==> config.mk <==
export PLATFORM = sky130hd
export DESIGN_NAME = simd_result_writeback
export DESIGN_NICKNAME = d
export VERILOG_FILES = /design/src/rtl/simd_pkg.sv /design/src/rtl/simd_wb_fifo.sv /design/src/rtl/simd_result_writeback.sv
export SDC_FILE = /design/constraint.sdc
export NUM_CORES = 1
export LEC_CHECK = 0
export ABC_AREA = 1
export CAP_MARGIN = 20
export CORE_ASPECT_RATIO = 1.1
export CORE_MARGIN = 5
export CORE_UTILIZATION = 41
export DETAILED_ROUTE_END_ITERATION = 10
export PLACE_DENSITY = 0.73
export SLEW_MARGIN = 20
export SYNTH_ARGS = -nofsm -noshare
export SYNTH_HDL_FRONTEND = slang
export SYNTH_SLANG_ARGS = --single-unit
==> constraint.sdc <==
create_clock -name clk -period 20.7 [get_ports clk]
set_input_delay 2.07 -clock clk [delete_from_list [all_inputs] [get_ports clk]]
set_output_delay 2.07 -clock clk [all_outputs]
set_load 0.02 [all_outputs]
==> src/rtl/simd_pkg.sv <==
// rtl/simd_pkg.sv - shared SIMD widths, ALU op codes and writeback entry type
package simd_pkg;

    localparam int LANES  = 4;
    localparam int LANE_W = 32;
    localparam int VEC_W  = LANES * LANE_W;
    localparam int RA_W   = 4;

    typedef enum logic [3:0] {
        ALU_AND = 4'b0000,
        ALU_OR  = 4'b0001,
        ALU_XOR = 4'b0010,
        ALU_ADD = 4'b0101,
        ALU_SUB = 4'b0110,
        ALU_MUL = 4'b0111,
        ALU_DIV = 4'b1100
    } alu_op_e;

    typedef struct packed {
        logic [VEC_W-1:0] data;
        logic             zero;
        logic [RA_W-1:0]  rd;
        logic [LANES-1:0] mask;
        logic [LANES-1:0] lane_zero;
    } wb_entry_t;

    function automatic logic [LANES-1:0] lane_zero_of(input logic [VEC_W-1:0] v);
        logic [LANES-1:0] z;
        for (int i = 0; i < LANES; i++) begin
            z[i] = (v[i*LANE_W +: LANE_W] == '0);
        end
        return z;
    endfunction

endpackage

==> src/rtl/simd_wb_fifo.sv <==
// rtl/simd_wb_fifo.sv - in-order wb_entry_t FIFO exposing occupancy and valid slots
module simd_wb_fifo
    import simd_pkg::*;
#(
    parameter int DEPTH = 4
) (
    input  logic                       clk,
    input  logic                       rst_n,
    input  logic                       push,
    input  logic                       pop,
    input  wb_entry_t                  wr_entry,
    output wb_entry_t                  head,
    output wb_entry_t [DEPTH-1:0]      entries,
    output logic [DEPTH-1:0]           slot_valid,
    output logic [$clog2(DEPTH):0]     count,
    output logic                       full,
    output logic                       empty
);

    localparam int PTR_W = $clog2(DEPTH);
    localparam int CNT_W = PTR_W + 1;

    wb_entry_t [DEPTH-1:0] mem;
    logic [PTR_W-1:0]      wr_ptr;
    logic [PTR_W-1:0]      rd_ptr;
    logic [PTR_W-1:0]      off;
    logic                  do_push;
    logic                  do_pop;

    assign full    = (count == CNT_W'(DEPTH));
    assign empty   = (count == '0);
    assign do_push = push & ~full;
    assign do_pop  = pop & ~empty;
    assign head    = mem[rd_ptr];
    assign entries = mem;

    always_ff @(posedge clk) begin
        if (!rst_n) begin
            wr_ptr <= '0;
            rd_ptr <= '0;
            count  <= '0;
        end else begin
            if (do_push) wr_ptr <= wr_ptr + PTR_W'(1);
            if (do_pop)  rd_ptr <= rd_ptr + PTR_W'(1);
            case ({do_push, do_pop})
                2'b10:   count <= count + CNT_W'(1);
                2'b01:   count <= count - CNT_W'(1);
                default: count <= count;
            endcase
        end
    end

    // Payload is not reset; slot_valid alone decides which slots are live.
    always_ff @(posedge clk) begin
        if (do_push) mem[wr_ptr] <= wr_entry;
    end

    always_comb begin
        slot_valid = '0;
        off        = '0;
        for (int i = 0; i < DEPTH; i++) begin
            off           = PTR_W'(i) - rd_ptr;
            slot_valid[i] = (CNT_W'(off) < count);
        end
    end

endmodule

==> src/rtl/simd_result_writeback.sv <==
// rtl/simd_result_writeback.sv - buffers SIMD ALU results and drains them to the VRF write port
module simd_result_writeback
    import simd_pkg::*;
#(
    parameter int DEPTH = 4
) (
    input  logic                   clk,
    input  logic                   rst_n,
    input  logic                   in_valid,
    output logic                   in_ready,
    input  logic [VEC_W-1:0]       in_result,
    input  logic                   in_zero,
    input  logic [RA_W-1:0]        in_rd,
    input  logic [LANES-1:0]       in_lane_mask,
    output logic                   wb_en,
    output logic [RA_W-1:0]        wb_addr,
    output logic [VEC_W-1:0]       wb_data,
    output logic [LANES-1:0]       wb_lane_we,
    input  logic                   wb_stall,
    input  logic [RA_W-1:0]        hz_addr,
    output logic                   hz_hit,
    output logic                   zero_flag_q,
    output logic [LANES-1:0]       lane_zero_q,
    output logic [$clog2(DEPTH):0] count
);

    wb_entry_t             wr_entry;
    wb_entry_t             head;
    wb_entry_t [DEPTH-1:0] entries;
    logic [DEPTH-1:0]      slot_valid;
    logic                  full;
    logic                  empty;
    logic                  push;
    logic                  pop;

    // in_ready depends on stored occupancy only, so a full buffer refuses even on a pop cycle.
    assign in_ready = ~full;
    assign push     = in_valid & ~full;
    assign wb_en    = ~empty;
    assign pop      = wb_en & ~wb_stall;

    assign wr_entry = '{data:      in_result,
                        zero:      in_zero,
                        rd:        in_rd,
                        mask:      in_lane_mask,
                        lane_zero: lane_zero_of(in_result)};

    simd_wb_fifo #(.DEPTH(DEPTH)) u_fifo (
        .clk        (clk),
        .rst_n      (rst_n),
        .push       (push),
        .pop        (pop),
        .wr_entry   (wr_entry),
        .head       (head),
        .entries    (entries),
        .slot_valid (slot_valid),
        .count      (count),
        .full       (full),
        .empty      (empty)
    );

    assign wb_addr    = head.rd;
    assign wb_data    = head.data;
    assign wb_lane_we = head.mask & {LANES{wb_en}};

    // Entries with an empty lane mask write nothing, so they cannot create a RAW hazard.
    always_comb begin
        hz_hit = 1'b0;
        for (int i = 0; i < DEPTH; i++) begin
            if (slot_valid[i] && (entries[i].rd == hz_addr) && (|entries[i].mask)) begin
                hz_hit = 1'b1;
            end
        end
    end

    always_ff @(posedge clk) begin
        if (!rst_n) begin
            zero_flag_q <= 1'b0;
            lane_zero_q <= '0;
        end else if (pop) begin
            zero_flag_q <= head.zero;
            lane_zero_q <= head.lane_zero;
        end
    end

endmodule

==> results of run 1 <==
Yosys cell counts, drive strengths merged (10+ instances only):
library cell and number:
buf 190, a21oi 10, o21ai 13, nor4 16, dfxtp 12, edfxtp 564, nand2 220, inv 51
nor2 60, nand4 13, a22oi 220, nand3 56
how the worst min path moves through the flow:
stage / startpoint / to / slack (ns) / cells past startpoint
finish: u_fifo.entries[283] / lane_zero_q[1] / 0.53 / 2
CTS: u_fifo.entries[294] / zero_flag_q / 0.53 / 2
floorplan: u_fifo.wr_ptr[1] / u_fifo.wr_ptr[1] / 0.49 / 2
global placement: u_fifo.entries[282] / lane_zero_q[0] / 0.51 / 2
global route: u_fifo.entries[283] / lane_zero_q[1] / 0.55 / 2
detailed placement: u_fifo.entries[283] / lane_zero_q[1] / 0.52 / 2
metrics by stage:
step / setup WS [ns] / std cells
2_1_floorplan: 11.95 / 1477
3_3_place_gp: 14.79 / 2314
3_5_place_dp: 14.67 / 2315
4_1_cts: 14.44 / 2418
5_1_grt: 14.45 / 2420
6_report: 14.66 / 2420
per-layer routing:
| metal | global-route usage | vias up |
|---|---|---|
| met3 | 0.03938 | 88 |
| met5 | 0 | - |
| met2 | 0.2870 | 469 |
| met1 | 0.2200 | 6366 |
| li1 | - | 5797 |
| met4 | 0.05520 | 2 |
worst min-delay path: stages, from the launching register on:
cell and delay (ns):
sky130_fd_sc_hd__edfxtp_1 0.32, sky130_fd_sc_hd__a22oi_1 0.06, sky130_fd_sc_hd__a31oi_1 0.11
layout make-up:
type | count | share of cell area
clock inverters | 37 | 0.01366
flip-flops and latches | 576 | 0.6379
multi-input cells | 654 | 0.1391
well taps | 728 | 0.03383
repair buffers | 306 | 0.1137
clock buffers | 66 | 0.05423
diodes | 2 | 0.0001859
inverters | 51 | 0.007296
state kept, by name (all words and copies together), names as in the netlist:
register        flops
lane_zero_q         4
u_fifo.count        3
u_fifo.entries    564
u_fifo.rd_ptr       2
u_fifo.wr_ptr       2
zero_flag_q         1
power groups by stage:
stage          combinational, mW  clock, mW  sequential, mW
2_1_floorplan              0.775          0            1.47
4_1_cts                     1.14       1.04            1.43
3_3_place_gp                1.12          0            1.45
5_1_grt                     1.20       1.09            1.43
3_5_place_dp                1.13          0            1.45
6_report                    1.12       1.01            1.43
cell families (layout without fill, tap and decap cells):
kind of cell	Yosys count	after routing	share of synthesized area
xor+xnor	10	10	0.003914
buf+inv	247	460	0.06720
simple gates	373	373	0.07117
other cells	0	2	0
compound gates	261	261	0.08426
flops	576	576	0.7675
fa+ha+maj	10	10	0.005927
==> results.yml, run 1 <==
run_status:
  outcome: "finished, final reports clean"
cts:
  cts_max_level: 2
  post_cts_resize_count: 0
  tritoncts_clock_tree: "done"
  numClockSinks: 576
  cts_buffers: 57
  root_buffer: "sky130_fd_sc_hd__clkbuf_16"
  postCtsSetupBuffers: 0
  clk_transition_reported_paths_ns: 0.06
  cts_hold_repair.buffers: 0
  worst_skew_pair.late_latency_ns: 0.60
  cts.path.max_buffers: 3
worst_setup_path:
  critPathMostFrequentCell: "sky130_fd_sc_hd__nand2_1"
  critical_path_buf_inv_count: 4
  worst_ep_required_time_ns: 18.63
  crit_type: "in -> out"
  worst_setup_path_end_kind: "output pin"
  worst_path_largest_cell_delay_ns: 0.61
  timing.critical_path.fanout_max: 5
  cell_with_the_largest_stage_delay_on_the_worst_path: "sky130_fd_sc_hd__clkdlybuf4s50_1"
  worstSetupPathDepth: 10
  path_cells: "clkdlybuf4s50_1 > inv_1 > nand2_1 > nand2_1 > nor2_1 > nand4_1 > nand2_1 > inv_1 > nand2_1 > clkdlybuf4s50_1"
  crit-reg2reg-capture: "u_fifo.entries[19]"
  worstReg2RegStart: "u_fifo.count[0]"
  cp_top_family: "buffers and inverters"
  crit_path_launch: "hz_addr[0]"
  start_kind: "input pin"
  cp_data_arrival_time_ns: 3.97
  r2r_slack_ns: 16.56
  timing.reg2reg.worst_path_depth: 6
  critPathCapture: "hz_hit"
detailed_routing:
  count_of_nets_left_with_antenna_violations_after_detail_routing: 0
  drt-met1-wl_mm: 21.02
  drc: 0
  topRoutingLayerUsed: "met5"
  finalWirelength_mm: 52.02
  first_pass_iters: 5
  met2_wirelength_mm: 25.76
  route.detailed.wl_per_inst_um: 21.50
  vias: 12722
  met3RoutedLength_mm: 3.851
  drt-initial-drc-count: 990
  post_drt_via_cell_ratio: 5.257
power:
  switchingPower_mw: 1.134
  power.ir.vdd_worst_mv: 0.09685
  seq_power_share: 0.401
  powerDensity_nw_per_um2: 132.1
  p_leak_nw: 8.999
  clock_power_share: 0.285
  comb_power_share: 0.314
  p_total_mw: 3.556
  cell_internal_pwr_mw: 2.422
  switching_power_as_a_share_of_total_power: 0.3190
synthesis:
  syn_nets: 1632
  number_of_flops_mapped_to_enable_cells_by_yosys: 564
  syn_avg_cell_area_sq_um: 15.15
  synth.top_cells.by_area: "sky130_fd_sc_hd__edfxtp_1 76%, sky130_fd_sc_hd__a22oi_1 7.4%, sky130_fd_sc_hd__buf_4 4.5%"
  netlist.area_leader.share: 0.7568
  yosysUniqueCellTypes: 28
  postSynth.asyncResetShare: 0
  yosys.area.top_type: "sky130_fd_sc_hd__edfxtp_1"
  ys_dominant_reg_cell: "sky130_fd_sc_hd__edfxtp_1"
  yosysSeqAreaShare: 0.7675
  syn_std_cell_area_sq_um: 22380
  yosys_warnings: 0
  synth_seq_cells: 576
  post_synth_inst_count: 1477
min_path:
  min_path_type: "reg -> reg"
timing:
  post-route-min-period_ns: 6.038
  report.final.hold_viol_count: 0
  maxSlewHeadroom: 0.2446
  maxSlewViolCount: 0
  setup_viol_count_final: 0
  worst_slew_pin_slew_ns: 1.133
  hold_slack_ns: 0.5262
  unrepaired_setup_endpoints_after_global_routing: "no"
  max_freq_mhz: 165.6
  final.setup.tns_ns: 0
  final_min_period_over_clock_period: 0.2917
  clock_skew_ns: 0.01607
global_route:
  grt_first_pass_wirelength_mm: 77.59
  grt-ovfl-total: 0
  grt_max_degree: 140
  vias_in_the_first_global_route: 12885
  antenna_found_initial: 3
  groute.usage.overall: 0.1701
placement:
  place_congestion: 0.8236
  dp_hpwl_mm: 30.44
  placed_cell_area_sq_um: 25090
  io_buffer_count: 291
floorplan:
  dieArea_sq_um: 59360
  core-area_sq_um: 53900
  initial_utilization: 0.4152
  floorplan.io_pins: 292
  die_width_um: 232.8
  std_cell_rows: 89
  fp.dieH_um: 255.0
cells_and_area:
  design_area_sq_um: 26920
  final_cell_mix: "564 x sky130_fd_sc_hd__edfxtp_1, 291 x sky130_fd_sc_hd__clkdlybuf4s50_1, 220 x sky130_fd_sc_hd__a22oi_1"
  register_area_sq_um: 17180
  filler_cell_count: 4441
  combined_area_of_the_multi_input_logic_cells_sq_um: 3746
  synthToLayoutAreaGrowth_pct: 20.31
  nets_final: 1801
  final_common_cell: "sky130_fd_sc_hd__edfxtp_1"
  layout-drive-gt1-share: 0.06331
  final_core_utilization: 0.4996
flow_run:
  max-cap-violations: 0
Note: power is estimated with default switching activity, not from simulation.
==> run 2, diff against run 1 <==
==> constraint.sdc (replaced) <==
create_clock -name clk -period 5.95 [get_ports clk]
set_input_delay 0.595 -clock clk [delete_from_list [all_inputs] [get_ports clk]]
set_output_delay 0.595 -clock clk [all_outputs]
set_load 0.02 [all_outputs]
==> results.yml, run 2 (same netlist as run 1, synthesis figures left out) <==
worst_setup_path:
  crit_type: "reg -> out"
  worst_ep_required_time_ns: 5.36
  timing.critical_path.fanout_max: 77
  start_kind: "flip-flop"
  worstReg2RegStart: "u_fifo.count[1]"
  cp_data_arrival_time_ns: 3.66
  crit_path_launch: "u_fifo.rd_ptr[1]"
  worst_setup_path_end_kind: "output pin"
detailed_routing:
  count_of_nets_left_with_antenna_violations_after_detail_routing: 0
  post_drt_via_cell_ratio: 5.273
  drt-initial-drc-count: 784
  finalWirelength_mm: 51.96
  route.detailed.wl_per_inst_um: 21.45
  drc: 0
  first_pass_iters: 5
  vias: 12770
cts:
  cts_hold_repair.buffers: 0
  numClockSinks: 576
  tritoncts_clock_tree: "done"
  clk_transition_reported_paths_ns: 0.06
  worst_skew_pair.late_latency_ns: 0.58
  post_cts_resize_count: 0
  cts_buffers: 56
  cts_max_level: 2
  cts.path.max_buffers: 3
  postCtsSetupBuffers: 0
  root_buffer: "sky130_fd_sc_hd__clkbuf_16"
min_path:
  min_path_type: "reg -> reg"
  hold_path_startpoint: "u_fifo.entries[285]"
cells_and_area:
  filler_cell_count: 4520
  layout-drive-gt1-share: 0.06678
  synthToLayoutAreaGrowth_pct: 20.57
  nets_final: 1803
  largest_register_ffs: 564
  final_common_cell: "sky130_fd_sc_hd__edfxtp_1"
  final_cell_mix: "564 x sky130_fd_sc_hd__edfxtp_1, 291 x sky130_fd_sc_hd__clkdlybuf4s50_1, 220 x sky130_fd_sc_hd__a22oi_1"
timing:
  hold_slack_ns: 0.5343
  report.final.hold_viol_count: 0
  clock_skew_ns: 0.01551
  unrepaired_setup_endpoints_after_global_routing: "no"
  max_freq_mhz: 235.2
  setup_viol_count_final: 0
  maxSlewViolCount: 0
  post-route-min-period_ns: 4.252
  final.setup.tns_ns: 0
  worst_slew_pin_slew_ns: 1.140
  maxSlewHeadroom: 0.2401
  final_min_period_over_clock_period: 0.7146
global_route:
  grt_first_pass_wirelength_mm: 78.05
  antenna_found_initial: 2
  grt_max_degree: 92
  vias_in_the_first_global_route: 13377
  grt-ovfl-total: 0
  groute.usage.overall: 0.1706
run_status:
  outcome: "finished, final reports clean"
power:
  power.ir.vdd_worst_mv: 0.2930
  p_leak_nw: 9.018
  powerDensity_nw_per_um2: 453.9
floorplan:
  fp.dieH_um: 255.0
  floorplan.io_pins: 292
  dieArea_sq_um: 59360
  die_width_um: 232.8
  core-area_sq_um: 53900
  initial_utilization: 0.4152
  std_cell_rows: 89
placement:
  io_buffer_count: 291
  dp_hpwl_mm: 30.89
  place_congestion: 0.8257
flow_run:
  max-cap-violations: 0
-- run 2: routing by layer --
metal,GRT usage,share of wire,vias to the layer above,wire length (um)
met3,0.03838,0.065,86,3386
li1,-,-,5797,-
met4,0.05030,0.026,0,1336
met5,0,0,-,0
met2,0.2949,0.50,421,26130
met1,0.2177,0.41,6466,21110
-- run 2: worst paths after layout --
path,cells past startpoint,end,slack [ns]
setup / recovery,5,wb_data[4],1.70
hold / removal,2,lane_zero_q[3],0.53
setup reg to reg,5,u_fifo.entries[353],3.01
hold reg to reg,2,lane_zero_q[3],0.53
-- run 2: where the power goes --
part / leakage (nW) / internal, mW / switching [mW]
Sequential: 5.29 / 4.85 / 0.103
Combinational: 2.85 / 1.52 / 2.35
Clock: 0.875 / 1.97 / 1.45
Total: 9.02 / 8.34 / 3.90
-- run 2: area by class of cell --
type | count | area, sq um | share of cell area
multi-input combinational | 654 | 3746 | 0.1388
sequential | 576 | 17180 | 0.6366
antenna | 2 | 5.005 | 0.0001855
tap | 728 | 910.9 | 0.03376
clock buffer | 64 | 1453 | 0.05384
clock inverter | 38 | 324.1 | 0.01201
inverter | 51 | 193.9 | 0.007188
timing repair buffer | 309 | 3173 | 0.1176
-- run 2: per-stage QoR --
stage	worst slack [ns]	instances	cell area [sq um]	power, mW	util
4_1_cts	1.562	2419	26960	12.39	0.5002
3_3_place_gp	2.220	2317	25180	8.902	0.4672
2_1_floorplan	-1.691	1477	22380	7.817	-
6_report	1.698	2422	26980	12.25	0.5006
5_1_grt	1.372	2422	26980	12.80	0.5006
3_5_place_dp	2.212	2317	25180	8.952	0.4672
-- run 2: worst max-delay path: stages (launching register included) --
cell                              delay (ns)
sky130_fd_sc_hd__dfxtp_1                0.39
sky130_fd_sc_hd__nor2_4                 0.57
sky130_fd_sc_hd__buf_4                  0.96
sky130_fd_sc_hd__a22oi_1                0.22
sky130_fd_sc_hd__nand3_1                0.20
sky130_fd_sc_hd__clkdlybuf4s50_1        0.65
==> run 3, diff against run 2 <==
--- a/config.mk
+++ b/config.mk
@@ -11,7 +11,7 @@
 export CORE_MARGIN = 5
 export CORE_UTILIZATION = 41
 export DETAILED_ROUTE_END_ITERATION = 10
-export PLACE_DENSITY = 0.73
+export PLACE_DENSITY = 0.76
 export SLEW_MARGIN = 20
 export SYNTH_ARGS = -nofsm -noshare
 export SYNTH_HDL_FRONTEND = slang
==> constraint.sdc (replaced) <==
create_clock -name clk -period 3.65 [get_ports clk]
set_input_delay 0.365 -clock clk [delete_from_list [all_inputs] [get_ports clk]]
set_output_delay 0.365 -clock clk [all_outputs]
set_load 0.02 [all_outputs]
==> results.yml, run 3 (same netlist as run 1, synthesis figures left out) <==
run_status:
  outcome: "finished, final reports clean"
worst_setup_path:
  crit_type: "reg -> out"
  worst_ep_required_time_ns: 3.28
  timing.critical_path.fanout_max: 136
  path_cells: "nand2_1 > inv_4 > buf_12 > a22oi_1 > nand2_1 > clkdlybuf4s50_1"
  cell_with_the_largest_stage_delay_on_the_worst_path: "sky130_fd_sc_hd__clkdlybuf4s50_1"
  cp_data_arrival_time_ns: 3.04
  critical_path_buf_inv_count: 3
  cp_top_family: "buffers and inverters"
  start_kind: "flip-flop"
  worst_setup_path_end_kind: "output pin"
  critPathMostFrequentCell: "sky130_fd_sc_hd__nand2_1"
  worst_path_largest_cell_delay_ns: 0.62
power:
  comb_power_share: 0.305
  switching_power_as_a_share_of_total_power: 0.3136
  clock_power_share: 0.302
  powerDensity_nw_per_um2: 756.6
  p_leak_nw: 9.129
  seq_power_share: 0.392
  switchingPower_mw: 6.466
  power.ir.vdd_worst_mv: 0.6228
  cell_internal_pwr_mw: 14.15
  p_total_mw: 20.62
floorplan:
  dieArea_sq_um: 59360
  floorplan.io_pins: 292
  core-area_sq_um: 53900
  initial_utilization: 0.4152
  die_width_um: 232.8
  std_cell_rows: 89
  fp.dieH_um: 255.0
cells_and_area:
  design_area_sq_um: 27250
  nets_final: 1806
  layout-drive-gt1-share: 0.07475
  synthToLayoutAreaGrowth_pct: 21.76
  final_core_utilization: 0.5056
  final_cell_mix: "564 x sky130_fd_sc_hd__edfxtp_1, 291 x sky130_fd_sc_hd__clkdlybuf4s50_1, 220 x sky130_fd_sc_hd__a22oi_1"
  filler_cell_count: 4382
  final_common_cell: "sky130_fd_sc_hd__edfxtp_1"
  largest_register_ffs: 564
global_route:
  grt_max_degree: 139
  groute.usage.overall: 0.1696
  grt_first_pass_wirelength_mm: 77.67
  grt-ovfl-total: 0
  antenna_found_initial: 1
  vias_in_the_first_global_route: 13278
timing:
  setup_viol_count_final: 0
  unrepaired_setup_endpoints_after_global_routing: "no"
  post-route-min-period_ns: 3.408
  final.setup.tns_ns: 0
  clock_skew_ns: 0.01376
  max_freq_mhz: 293.4
  maxSlewHeadroom: 0.4342
  final_min_period_over_clock_period: 0.9337
  maxSlewViolCount: 0
  report.final.hold_viol_count: 0
  worst_slew_pin_slew_ns: 0.8467
placement:
  io_buffer_count: 291
  dp_hpwl_mm: 30.09
  placed_cell_area_sq_um: 25200
  place_congestion: 0.7946
detailed_routing:
  drc: 0
  first_pass_iters: 5
  drt-initial-drc-count: 825
  route.detailed.wl_per_inst_um: 21.29
  finalWirelength_mm: 51.70
  count_of_nets_left_with_antenna_violations_after_detail_routing: 0
  vias: 12684
  post_drt_via_cell_ratio: 5.224
cts:
  postCtsSetupBuffers: 0
  root_buffer: "sky130_fd_sc_hd__clkbuf_16"
  cts_max_level: 2
  clk_transition_reported_paths_ns: 0.06
  tritoncts_clock_tree: "done"
  cts_buffers: 58
  numClockSinks: 576
  cts.path.max_buffers: 3
  cts_hold_repair.buffers: 0
  worst_skew_pair.late_latency_ns: 0.59
  post_cts_resize_count: 0
min_path:
  min_path_type: "in -> reg"
flow_run:
  max-cap-violations: 0
run 3: final timing paths:
kind	startpoint	endpoint	slack, ns	cells past startpoint
setup / recovery	u_fifo.rd_ptr[0]	wb_data[61]	0.24	6
hold reg to reg	u_fifo.entries[283]	lane_zero_q[1]	0.53	2
setup reg to reg	u_fifo.count[2]	u_fifo.count[2]	1.11	11
hold / removal	in_rd[0]	u_fifo.entries[8]	0.43	1
run 3: layout make-up:
class	count	area, sq um	area share
multi-input combinational	654	3754	0.1378
timing repair buffer	310	3168	0.1163
inverter	51	193.9	0.007117
clock inverter	42	498.0	0.01828
tap	728	910.9	0.03343
sequential	576	17180	0.6304
antenna	1	2.502	0.00009184
clock buffer	66	1545	0.05671
run 3: metrics by stage:
step | hold WS, ns | worst slack (ns) | cells
final | 0.4266 | 0.2421 | 2428
after floorplan | 0.4639 | 0.06281 | 1477
after detailed placement | 0.5182 | 0.8774 | 2319
after global placement | 0.5040 | 0.9202 | 2319
after global routing | 0.3817 | 0.04282 | 2428
after CTS | 0.3650 | 0.1979 | 2427
run 3: per-layer routing:
layer / global-route usage / up-vias / wire [um]
li1: - / 5817 / -
met4: 0.05385 / 0 / 1472
met3: 0.03173 / 93 / 3059
met1: 0.2145 / 6353 / 20790
met5: 0 / - / 0
met2: 0.2983 / 421 / 26380
run 3: power groups by stage:
stage / combinational [mW] / clock [mW] / sequential [mW]
global route: 6.73 / 6.67 / 8.13
detailed placement: 6.34 / 0 / 8.23
CTS: 6.38 / 6.38 / 8.09
finish: 6.30 / 6.23 / 8.08
floorplan: 4.41 / 0 / 8.25
global placement: 6.30 / 0 / 8.19
